--- config.mk ---
export PLATFORM = sky130hd
export DESIGN_NAME = adpcm_a_bus_master
export DESIGN_NICKNAME = d
export VERILOG_FILES = /design/src/rtl/adpcm_a_bus_master.sv
export SDC_FILE = /design/constraint.sdc
export NUM_CORES = 1
export LEC_CHECK = 0
export BUFFER_PORTS_ARGS = -buffer_cell sky130_fd_sc_hd__buf_2
export CORE_MARGIN = 4
export CORE_UTILIZATION = 55
export DETAILED_ROUTE_END_ITERATION = 10
export GPL_TIMING_DRIVEN = 0
export PLACE_DENSITY = 0.87
export SLEW_MARGIN = 20
export SYNTH_ARGS = -nofsm -noshare
export SYNTH_HDL_FRONTEND = slang
export SYNTH_SLANG_ARGS = --single-unit
--- constraint.sdc ---
create_clock -name clk -period 6.7 [get_ports clk]
set_clock_uncertainty 0.15 [all_clocks]
set_input_delay 1.34 -clock clk [delete_from_list [all_inputs] [get_ports clk]]
set_output_delay 1.34 -clock clk [all_outputs]
set_load 0.02 [all_outputs]
--- src/rtl/adpcm_a_bus_master.sv ---
// adpcm_a_bus_master: YM2610 ADPCM-A sample-ROM bus initiator with parameterised phase timing.
module adpcm_a_bus_master #(
    parameter int T_LO   = 16,
    parameter int T_HI   = 16,
    parameter int T_TA   = 1,
    parameter int T_DATA = 32,
    parameter int T_REC  = 2
) (
    input  logic        clk,
    input  logic        reset,
    input  logic        req_valid,
    output logic        req_ready,
    input  logic [23:0] req_addr,
    output logic        rsp_valid,
    output logic [7:0]  rsp_data,
    output logic [7:0]  rad_out,
    output logic        rad_oe,
    input  logic [7:0]  rad_in,
    output logic [1:0]  ra_9_8,
    output logic [3:0]  ra_23_20,
    output logic        rmpx,
    output logic        roe_n,
    output logic [15:0] txn_count
);
    typedef enum logic [2:0] {IDLE, SETUP, LO, HI, TA, DATA, REC} state_t;
    localparam logic [7:0] N_LO   = 8'(T_LO - 1);
    localparam logic [7:0] N_HI   = 8'(T_HI - 1);
    localparam logic [7:0] N_TA   = 8'(T_TA - 1);
    localparam logic [7:0] N_DATA = 8'(T_DATA - 1);
    localparam logic [7:0] N_REC  = 8'(T_REC - 1);
    state_t state_q, state_d;
    logic [7:0] cnt_q, cnt_d, load;
    logic [23:0] addr_q, addr_d;
    logic rmpx_q, rmpx_d, roe_n_q, roe_n_d, rad_oe_q, rad_oe_d, rsp_valid_q, rsp_valid_d;
    logic [7:0] rad_out_q, rad_out_d, rsp_data_q, rsp_data_d;
    logic [1:0] ra_9_8_q, ra_9_8_d;
    logic [3:0] ra_23_20_q, ra_23_20_d;
    logic [15:0] txn_count_q, txn_count_d;
    logic done, capture, addr_ph, hi_ph;
    assign req_ready = state_q == IDLE && !reset;
    always_comb begin
        done = cnt_q == 8'd0;
        state_d = state_q;
        addr_d = addr_q;
        case (state_q)
            IDLE:    if (req_valid && req_ready) begin state_d = SETUP; addr_d = req_addr; end
            SETUP:   state_d = LO;
            LO:      if (done) state_d = HI;
            HI:      if (done) state_d = TA;
            TA:      if (done) state_d = DATA;
            DATA:    if (done) state_d = REC;
            REC:     if (done) state_d = IDLE;
            default: state_d = IDLE;
        endcase
        // each timed state is entered with its length minus one and left when the count hits zero
        load = state_d == LO ? N_LO : state_d == HI ? N_HI : state_d == TA ? N_TA :
               state_d == DATA ? N_DATA : state_d == REC ? N_REC : 8'd0;
        cnt_d = state_d != state_q ? load : done ? 8'd0 : cnt_q - 8'd1;
        capture = state_q == DATA && done;
        addr_ph = state_d == SETUP || state_d == LO;
        hi_ph = state_d == HI || state_d == TA;
        rmpx_d = state_d == LO;
        roe_n_d = state_d != DATA;
        rad_oe_d = addr_ph || state_d == HI;
        rad_out_d = addr_ph ? addr_d[7:0] : state_d == HI ? addr_d[17:10] : 8'd0;
        ra_9_8_d = addr_ph ? addr_d[9:8] : hi_ph ? addr_d[19:18] : 2'd0;
        ra_23_20_d = hi_ph ? addr_d[23:20] : 4'd0;
        rsp_valid_d = capture;
        rsp_data_d = capture ? rad_in : rsp_data_q;
        txn_count_d = txn_count_q + {15'd0, capture};
    end
    always_ff @(posedge clk) begin
        if (reset) begin
            state_q <= IDLE;
            cnt_q <= 8'd0;
            addr_q <= 24'd0;
            rmpx_q <= 1'b0;
            roe_n_q <= 1'b1;
            rad_oe_q <= 1'b0;
            rad_out_q <= 8'd0;
            ra_9_8_q <= 2'd0;
            ra_23_20_q <= 4'd0;
            rsp_valid_q <= 1'b0;
            rsp_data_q <= 8'd0;
            txn_count_q <= 16'd0;
        end else begin
            state_q <= state_d;
            cnt_q <= cnt_d;
            addr_q <= addr_d;
            rmpx_q <= rmpx_d;
            roe_n_q <= roe_n_d;
            rad_oe_q <= rad_oe_d;
            rad_out_q <= rad_out_d;
            ra_9_8_q <= ra_9_8_d;
            ra_23_20_q <= ra_23_20_d;
            rsp_valid_q <= rsp_valid_d;
            rsp_data_q <= rsp_data_d;
            txn_count_q <= txn_count_d;
        end
    end
    assign rmpx = rmpx_q;
    assign roe_n = roe_n_q;
    assign rad_oe = rad_oe_q;
    assign rad_out = rad_out_q;
    assign ra_9_8 = ra_9_8_q;
    assign ra_23_20 = ra_23_20_q;
    assign rsp_valid = rsp_valid_q;
    assign rsp_data = rsp_data_q;
    assign txn_count = txn_count_q;
endmodule
==> results of run 1 <==
==> sequential cells by signal (all words and copies together), names as in the netlist <==
register / count
txn_count: 16
rmpx: 1
ra_23_20: 4
addr_q: 24
rad_out: 8
rad_oe: 1
state_q: 3
cnt_q: 8
ra_9_8: 2
rsp_valid: 1
roe_n: 1
rsp_data: 8
==> Yosys cell counts, types with 6 or more instances <==
cell,instances
a21oi_1,29
a22o_1,10
clkbuf_1,21
dfxtp_1,77
mux2i_1,13
nand2_1,10
nand3_1,26
nand4_1,6
nor2_1,33
nor3_1,11
o21ai_0,28
or3_1,6
xnor2_1,8
xor2_1,9
==> power groups by stage <==
stage	Clock [mW]	Sequential, mW	Combinational (mW)
2_1_floorplan	0	0.541	0.267
3_3_place_gp	0	0.535	0.353
3_5_place_dp	0	0.538	0.364
4_1_cts	0.353	0.528	0.371
5_1_grt	0.376	0.534	0.418
6_report	0.350	0.530	0.380
==> cells by family (layout without fill, tap and decap cells) <==
logic type,Yosys count,count (layout),share of synthesized area (%)
xor gates and xnor gates,17,17,4.859
buffers and inverters,30,123,3.716
adders and majority gates,3,3,1.225
AOI/OAI and AO/OA,84,84,16.62
muxes,14,14,4.614
and+or+nand+nor,112,112,18.66
DFF,77,77,50.31
==> cell usage in the layout, fill, tap and decap left out, types with 3 or more instances in the layout <==
cell type / synthesis / routed
buf_2: 1 / 78
dfxtp_1: 77 / 77
nor2_1: 33 / 33
a21oi_1: 29 / 29
o21ai_0: 28 / 28
nand3_1: 26 / 26
clkbuf_1: 21 / 22
mux2i_1: 13 / 13
nor3_1: 11 / 11
nand2_1: 10 / 10
a22o_1: 10 / 10
clkbuf_8: 0 / 10
xor2_1: 9 / 9
xnor2_1: 8 / 8
or3_1: 6 / 6
nand4_1: 6 / 6
inv_1: 4 / 4
buf_1: 4 / 4
nor2b_1: 3 / 3
nand2b_1: 3 / 3
a31oi_1: 3 / 3
and2_1: 3 / 3
ha_1: 3 / 3
==> final cells by class <==
cell class	count	area [sq um]
Tap cell	70	87.58
Buffer	26	98.84
Inverter	4	15.01
Clock buffer	11	141.4
Fill cell	410	1499
Timing Repair Buffer	77	385.4
Clock inverter	5	60.06
Multi-Input combinational cell	230	1409
Sequential cell	77	1541
==> worst reg2reg max path, delay by kind of cell, from the launching register on <==
kind | cells | cell delay, ps
buf+inv | 4 | 780
flops | 1 | 350
simple gates | 5 | 1360
fa+ha+maj | 2 | 430
compound gates | 1 | 150
==> routing by layer <==
layer,track usage (%),routed length [um]
met5,0,0
met4,13.40,179
met3,6.182,729
met2,38.94,3644
met1,29.53,3122
==> worst max path at each step <==
stage | start | to | slack, ps
2_1_floorplan | reset | req_ready | 2870
3_3_place_gp | reset | req_ready | 2270
3_5_place_dp | reset | req_ready | 2270
4_1_cts | reset | req_ready | 2250
5_1_grt | reset | req_ready | 2080
6_report | reset | req_ready | 2260
==> results_dict.tcl, run 1 <==
set metrics [dict create \
    status "completed" \
    p_int_mw 0.8173 \
    cpPeakStageDelay_ps 440 \
    totalWireLength_um 7675 \
    io-pin-count 78 \
    post_cts_buffers 0 \
    post-dp-hpwl_um 5429 \
    core-area_sq_um 5238 \
    r2r-start "cnt_q[0]$_SDFF_PP0_" \
    cp.buffers_inverters 5 \
    ant_nets 0 \
    cts-root-buf "clkbuf_8" \
    synthFlopType "dfxtp_1" \
    dpl_cell_area_sq_um 3537 \
    gp_congestion 0.9065 \
    initial_utilization_pct 58.50 \
    grt_max_degree 14 \
    combPwrFrac_pct 30.2 \
    max_cap_viol_count 0 \
    min_path_type "reg -> reg" \
    syn-instance-count 337 \
    track_usage_pct 24.23 \
    synth_top_area_share_pct 50.31 \
    syn_nets 375 \
    routedWlPerCell_um 15.35 \
    worst_setup_path_end_kind "output port" \
    cts.path.max_buffers 2 \
    nets 463 \
    vias 2856 \
    timing.final.crit_share_pct 66.33 \
    whs_endpoint "addr_q[12]$_SDFF_PP0_" \
    num_antenna_cells 0 \
    stdcell_count 500 \
    clkSlewWorstSetupHoldPaths_ps 70 \
    critPathTopFamily "buffers and inverters" \
    avgViaCountPerCell 5.712 \
    die_area_sq_um 6829 \
    hold_viol_final 0 \
    antenna_found_initial 0 \
    critPathMaxFanout 10 \
    placed_cells 484 \
    hp-start "addr_q[12]$_SDFF_PP0_" \
    p_sw_mw 0.4422 \
    place_ws_ps 2270 \
    rows 26 \
    layout_setup_ws_ps 2256 \
    synth_seq_cells 77 \
    leakagePower_nw 1.555 \
    syn2layout_area_growth_pct 22.01 \
    yosysSeqAreaShare_pct 50.31 \
    p_clk_share_pct 27.8 \
    grt_pass1_vias 2703 \
    ir_worst_vdd_mv 0.2284 \
    dr.pass1.iters 5 \
    r2r_cells 12 \
    tightest_slew_ps 791.2 \
    ys_types 43 \
    io_buffers 77 \
    cp.arrival_ps 2950 \
    synth_area_sq_um 3064 \
    clk_latency_ps 350 \
    slew-limit-headroom_pct 47.25 \
    slew_viol_final 0 \
    total_power_mw 1.259 \
    hold_buffers 0 \
    cts_buffers 9 \
    r2r_slack_ps 3410 \
    yosys_warnings 0 \
    crit_slowest_cell "clkbuf_1" \
    period_needed_ps 4444 \
    die_h_um 82.64 \
    whs_ps 338.5 \
    finish.utilization_pct 71.38 \
    tns_ps 0 \
    drc 0 \
    worstReg2RegEnd "txn_count[15]$_SDFF_PP0_" \
    path_class "in -> out" \
    grt_overflow 0 \
    fp.dieW_um 82.64 \
    yosys-top-cells-area "dfxtp_1, a21oi_1, o21ai_0" \
    htree_levels 3 \
    post_synth.cell_area_avg_sq_um 9.093 \
    grt_pass1_wl_um 12470 \
    required_ps 5210 \
    swShare_pct 35.11 \
    setup_violations 0 \
    hold_depth 2 \
    cts_resized 0 \
    cts_sinks 77 \
    cts_tree "yes" \
    p_per_area_nw_per_um2 336.9 \
    drt-initial-drc-count 173 \
    start_kind "input port" \
    synthArstFlopShare_pct 0 \
    synth-edff-count 0 \
    synth_top_cell_by_area "dfxtp_1" \
    fmax_mhz 225.0 \
    seqPwrFrac_pct 42.1 \
    rsz0062_at_grt "false" \
    path_cells "buf_2, clkbuf_1, buf_1, clkbuf_1, nor2_1, buf_2" \
    design_area_sq_um 3739 \
    cp.depth 6 \
    drive_gt1_share_pct 22.56 \
]
(Power assumes the default switching activity.)
==> run 2: changes to the inputs <==
--- a/config.mk
+++ b/config.mk
@@ -7,10 +7,10 @@
 export LEC_CHECK = 0
 export BUFFER_PORTS_ARGS = -buffer_cell sky130_fd_sc_hd__buf_2
 export CORE_MARGIN = 4
-export CORE_UTILIZATION = 55
+export CORE_UTILIZATION = 47
 export DETAILED_ROUTE_END_ITERATION = 10
 export GPL_TIMING_DRIVEN = 0
-export PLACE_DENSITY = 0.87
+export PLACE_DENSITY = 0.8
 export SLEW_MARGIN = 20
 export SYNTH_ARGS = -nofsm -noshare
 export SYNTH_HDL_FRONTEND = slang
==> constraint.sdc (replaced) <==
create_clock -name clk -period 3.6 [get_ports clk]
set_clock_uncertainty 0.15 [all_clocks]
set_input_delay 0.72 -clock clk [delete_from_list [all_inputs] [get_ports clk]]
set_output_delay 0.72 -clock clk [all_outputs]
set_load 0.02 [all_outputs]
==> results_dict.tcl, run 2 (synthesis gave the netlist of run 1 again) <==
set metrics [dict create \
    syn2layout_area_growth_pct 23.19 \
    grt_overflow 0 \
    p_int_mw 1.581 \
    tns_ps 0 \
    routedWlPerCell_um 14.83 \
    rsz0062_at_grt "false" \
    startpoint "cnt_q[0]$_SDFF_PP0_" \
    io-pin-count 78 \
    avgViaCountPerCell 5.606 \
    core-area_sq_um 6350 \
    dpl_cell_area_sq_um 3546 \
    finish.utilization_pct 59.45 \
    vias 2842 \
    num_antenna_cells 0 \
    critPathMaxFanout 9 \
    antenna_found_initial 0 \
    top_register "addr_q" \
    seqPwrFrac_pct 40.5 \
    slew-limit-headroom_pct 47.70 \
    cp.arrival_ps 3480 \
    drc 0 \
    min_path_type "reg -> reg" \
    required_ps 3740 \
    worst_setup_path_end_kind "register" \
    fp.dieW_um 88.75 \
    clkSlewWorstSetupHoldPaths_ps 90 \
    grt_pass1_wl_um 11730 \
    rows 29 \
    post_cts_buffers 0 \
    total_power_mw 2.420 \
    gp_congestion 0.8736 \
    cts.path.max_buffers 2 \
    cts_tree "yes" \
    largest_reg_flops 24 \
    critPathTopFamily "simple AND/OR/NAND/NOR gates" \
    post-dp-hpwl_um 5237 \
    track_usage_pct 19.20 \
    grt_pass1_vias 2617 \
    ir_worst_vdd_mv 0.4077 \
    cp.buffers_inverters 4 \
    cts_resized 0 \
    die_h_um 88.75 \
    combPwrFrac_pct 28.6 \
    dr.pass1.iters 5 \
    io_buffers 77 \
    die_area_sq_um 7876 \
    cp-endpoint "txn_count[15]$_SDFF_PP0_" \
    slew_viol_final 0 \
    drive_gt1_share_pct 22.79 \
    totalWireLength_um 7519 \
    cts_buffers 9 \
    p_sw_mw 0.8390 \
    period_needed_ps 3336 \
    p_per_area_nw_per_um2 641.1 \
    clk_latency_ps 360 \
    swShare_pct 34.66 \
    htree_levels 3 \
    r2r-start "cnt_q[0]$_SDFF_PP0_" \
    crit_slowest_cell "or4b_1" \
    tightest_slew_ps 784.5 \
    hold_buffers 0 \
    most-common-layout-cells "buf_2, dfxtp_1, nor2_1, a21oi_1, o21ai_0" \
    leakagePower_nw 1.567 \
    cp.depth 12 \
    hold_viol_final 0 \
    cts_sinks 77 \
    worstReg2RegEnd "txn_count[15]$_SDFF_PP0_" \
    status "completed" \
    setup_violations 0 \
    ant_nets 0 \
    fmax_mhz 299.7 \
    path_cells "inv_1, ha_1, or4b_1, clkbuf_1, nor3_1, buf_2, ha_1, and3_1, clkbuf_1, nand3_1, or3_1, a21oi_1" \
    timing.final.crit_share_pct 92.67 \
    start_kind "register" \
    max_cap_viol_count 0 \
    layout_commonest_cell "buf_2" \
    initial_utilization_pct 48.26 \
    nets 463 \
    cpPeakStageDelay_ps 450 \
    drt-initial-drc-count 170 \
    grt_max_degree 16 \
    design_area_sq_um 3775 \
    cts-root-buf "clkbuf_8" \
    r2r_cells 12 \
    path_class "reg -> reg" \
    r2r_slack_ps 260 \
    p_clk_share_pct 30.9 \
    whs_ps 339.2 \
]
==> run 2: cell types whose count changed in the layout (fill, tap and decap cells not counted), sizes merged <==
| cell | delta |
|---|---|
| clkinv | -2 |
| inv | +3 |
| clkbuf | -2 |
| bufinv | +1 |
==> run 2: area by class of cell <==
class                   instances  area [sq um]
fillers                       564          2575
multi-input cells             230          1409
flip-flops and latches         77          1541
clock inverters                 7         105.1
well taps                      77         96.34
plain buffers                  26         98.84
inverters                       4         15.01
clock buffers                   9         123.9
repair buffers                 77         385.4
==> run 2: how the worst min path moves through the flow <==
stage                                      from                     to  cells after the start
after floorplan            addr_q[0]$_SDFF_PP0_   addr_q[0]$_SDFF_PP0_                      2
after global placement    addr_q[11]$_SDFF_PP0_  addr_q[11]$_SDFF_PP0_                      2
after detailed placement  addr_q[12]$_SDFF_PP0_  addr_q[12]$_SDFF_PP0_                      2
after CTS                 addr_q[12]$_SDFF_PP0_  addr_q[12]$_SDFF_PP0_                      2
after global routing      addr_q[12]$_SDFF_PP0_  addr_q[12]$_SDFF_PP0_                      2
final                     addr_q[12]$_SDFF_PP0_  addr_q[12]$_SDFF_PP0_                      2
==> run 2: worst reg2reg max path, stage by stage, from the launching register on <==
cell	delay, ps
dfxtp_1	350
inv_1	60
ha_1	210
or4b_1	450
clkbuf_1	190
nor3_1	230
buf_2	300
ha_1	230
and3_1	150
clkbuf_1	240
nand3_1	190
or3_1	370
a21oi_1	140
==> run 2: layer usage <==
metal | global-route usage [%] | routed length, um | up-vias
met5 | 0 | 0 | -
met4 | 8.104 | 189 | 0
met3 | 5.587 | 613 | 16
met2 | 31.58 | 3567 | 120
met1 | 23.42 | 3149 | 1325
li1 | - | - | 1381
==> run 2: metrics by stage <==
stage / instances / setup WS [ps]
floorplan: 337 / 699.7
global placement: 491 / 413.4
detailed placement: 491 / 341.3
CTS: 507 / 250.5
finish: 507 / 263.8
global route: 507 / 13.38
==> run 2: power by group through the flow <==
stage	sequential (mW)	clock, mW	combinational [mW]
after CTS	0.981	0.752	0.680
after floorplan	1.01	0	0.497
after detailed placement	0.999	0	0.675
final	0.981	0.748	0.691
after global routing	0.991	0.793	0.765
after global placement	0.995	0	0.660
==> run 3: changes to the inputs <==
--- a/config.mk
+++ b/config.mk
@@ -7,10 +7,12 @@
 export LEC_CHECK = 0
 export BUFFER_PORTS_ARGS = -buffer_cell sky130_fd_sc_hd__buf_2
 export CORE_MARGIN = 4
-export CORE_UTILIZATION = 47
+export CORE_UTILIZATION = 55
 export DETAILED_ROUTE_END_ITERATION = 10
 export GPL_TIMING_DRIVEN = 0
-export PLACE_DENSITY = 0.8
+export HOLD_SLACK_MARGIN = 0.12
+export PLACE_DENSITY = 0.87
+export REMOVE_ABC_BUFFERS = 1
 export SLEW_MARGIN = 20
 export SYNTH_ARGS = -nofsm -noshare
 export SYNTH_HDL_FRONTEND = slang
==> constraint.sdc (replaced) <==
create_clock -name clk -period 4.3 [get_ports clk]
set_clock_uncertainty 0.15 [all_clocks]
set_input_delay 0.86 -clock clk [delete_from_list [all_inputs] [get_ports clk]]
set_output_delay 0.86 -clock clk [all_outputs]
set_load 0.02 [all_outputs]
==> results_dict.tcl, run 3 (synthesis gave the netlist of run 1 again) <==
set metrics [dict create \
    status "completed" \
    grt_pass1_vias 2701 \
    top_register "addr_q" \
    track_usage_pct 21.82 \
    gp_congestion 0.8268 \
    r2r-start "cnt_q[0]$_SDFF_PP0_" \
    max_cap_viol_count 0 \
    required_ps 4410 \
    path_cells "inv_1, ha_1, or4b_1, nor3_2, ha_1, and3_1, nand3_1, or3_1, a21oi_1" \
    leakagePower_nw 1.565 \
    routedWlPerCell_um 14.57 \
    largest_reg_flops 24 \
    rows 26 \
    core-area_sq_um 5238 \
    timing.final.crit_share_pct 71.37 \
    nets 441 \
    r2r_cells 9 \
    clkSlewWorstSetupHoldPaths_ps 80 \
    finish.utilization_pct 71.05 \
    post-dp-hpwl_um 4729 \
    dr.pass1.iters 4 \
    antenna_found_initial 0 \
    cts_tree "yes" \
    tightest_slew_ps 812.2 \
    p_per_area_nw_per_um2 537.8 \
    critPathTopFamily "simple AND/OR/NAND/NOR gates" \
    rsz0062_at_grt "false" \
    post_cts_buffers 0 \
    cp.buffers_inverters 1 \
    cts-root-buf "clkbuf_8" \
    grt_pass1_wl_um 11540 \
    syn2layout_area_growth_pct 21.44 \
    hold_viol_final 0 \
    initial_utilization_pct 58.50 \
    layout_setup_ws_ps 1231 \
    r2r_slack_ps 1230 \
    start_kind "register" \
    grt_max_degree 67 \
    ant_nets 0 \
    clk_latency_ps 340 \
    die_h_um 82.64 \
    cts_buffers 9 \
    num_antenna_cells 0 \
    grt_overflow 0 \
    ir_worst_vdd_mv 0.2937 \
    fmax_mhz 325.8 \
    cpPeakStageDelay_ps 610 \
    design_area_sq_um 3721 \
    htree_levels 3 \
    drt-initial-drc-count 153 \
    layout_commonest_cell "dfxtp_1" \
    io_buffers 77 \
    worst_setup_path_end_kind "register" \
    drive_gt1_share_pct 25.49 \
    most-common-layout-cells "dfxtp_1, buf_2, nor2_1, a21oi_1, o21ai_0" \
    cp-endpoint "txn_count[15]$_SDFF_PP0_" \
    drc 0 \
    cp.arrival_ps 3180 \
    cts_sinks 77 \
    slew_viol_final 0 \
    min_path_type "reg -> reg" \
    totalWireLength_um 6963 \
    io-pin-count 78 \
    crit_slowest_cell "or4b_1" \
    dpl_cell_area_sq_um 3485 \
    setup_violations 0 \
    cp.depth 9 \
    path_class "reg -> reg" \
    slew-limit-headroom_pct 45.76 \
    fillCellCount 407 \
    vias 2711 \
    die_area_sq_um 6829 \
    critPathMaxFanout 7 \
    place_ws_ps 952.9 \
    startpoint "cnt_q[0]$_SDFF_PP0_" \
    tns_ps 0 \
    period_needed_ps 3069 \
    cp_common_cell "ha_1" \
    cts.path.max_buffers 2 \
    fp.dieW_um 82.64 \
    avgViaCountPerCell 5.672 \
    worstReg2RegEnd "txn_count[15]$_SDFF_PP0_" \
    cts_resized 0 \
    hold_buffers 0 \
]
[run 3: changes by cell type in the layout (fill, tap and decap cells not counted), moves of 2 or more]
cell      change
inv_6         -2
buf_1         -4
clkbuf_8      +2
nor3_1        -2
clkbuf_1     -21
buf_4         +4
nor3_2        +2
buf_2         -2
[run 3: final cells by class]
class | instances | area [sq um] | share of cell area [%]
multi-input cells | 230 | 1421 | 38.20
repair buffers | 81 | 421.7 | 11.33
flip-flops and latches | 77 | 1541 | 41.43
well taps | 70 | 87.58 | 2.354
clock inverters | 5 | 82.58 | 2.219
inverters | 4 | 15.01 | 0.4035
clock buffers | 11 | 151.4 | 4.069
[run 3: stage by stage]
| stage | total power [mW] | hold slack, ps | std cells |
|---|---|---|---|
| after CTS | 2.006 | 335.5 | 478 |
| after global routing | 2.120 | 361.5 | 478 |
| after floorplan | 1.234 | 298.8 | 311 |
| final | 2.001 | 336.3 | 478 |
| after global placement | 1.364 | 313.5 | 458 |
| after detailed placement | 1.394 | 324.8 | 462 |
[run 3: how the worst min path moves through the flow]
stage | from | endpoint | slack [ps] | cells after the start
2_1_floorplan | addr_q[0]$_SDFF_PP0_ | addr_q[0]$_SDFF_PP0_ | 300 | 2
3_3_place_gp | addr_q[7]$_SDFF_PP0_ | addr_q[7]$_SDFF_PP0_ | 310 | 2
3_5_place_dp | addr_q[5]$_SDFF_PP0_ | addr_q[5]$_SDFF_PP0_ | 320 | 2
4_1_cts | addr_q[5]$_SDFF_PP0_ | addr_q[5]$_SDFF_PP0_ | 340 | 2
5_1_grt | addr_q[17]$_SDFF_PP0_ | addr_q[17]$_SDFF_PP0_ | 360 | 2
6_report | addr_q[5]$_SDFF_PP0_ | addr_q[5]$_SDFF_PP0_ | 340 | 2
[run 3: routing by layer]
layer  GRT usage [%]  up-vias  wire, um
li1                -     1328         -
met1           26.05     1262      2910
met2           36.86      111      3341
met3           7.375       10       636
met4           7.026        0        74
met5               0        -         0
[run 3: report_power, final]
part	internal, mW	leakage (nW)	total [mW]	switching, mW
Clock	0.359	0.120	0.613	0.253
Sequential	0.777	0.625	0.839	0.0621
Combinational	0.209	0.821	0.549	0.341
Total	1.35	1.57	2.00	0.656
[run 3: worst min-delay path, delay by kind of cell (launching register included)]
family          cells  cell delay [ps]
flops               1              300
compound gates      2              140
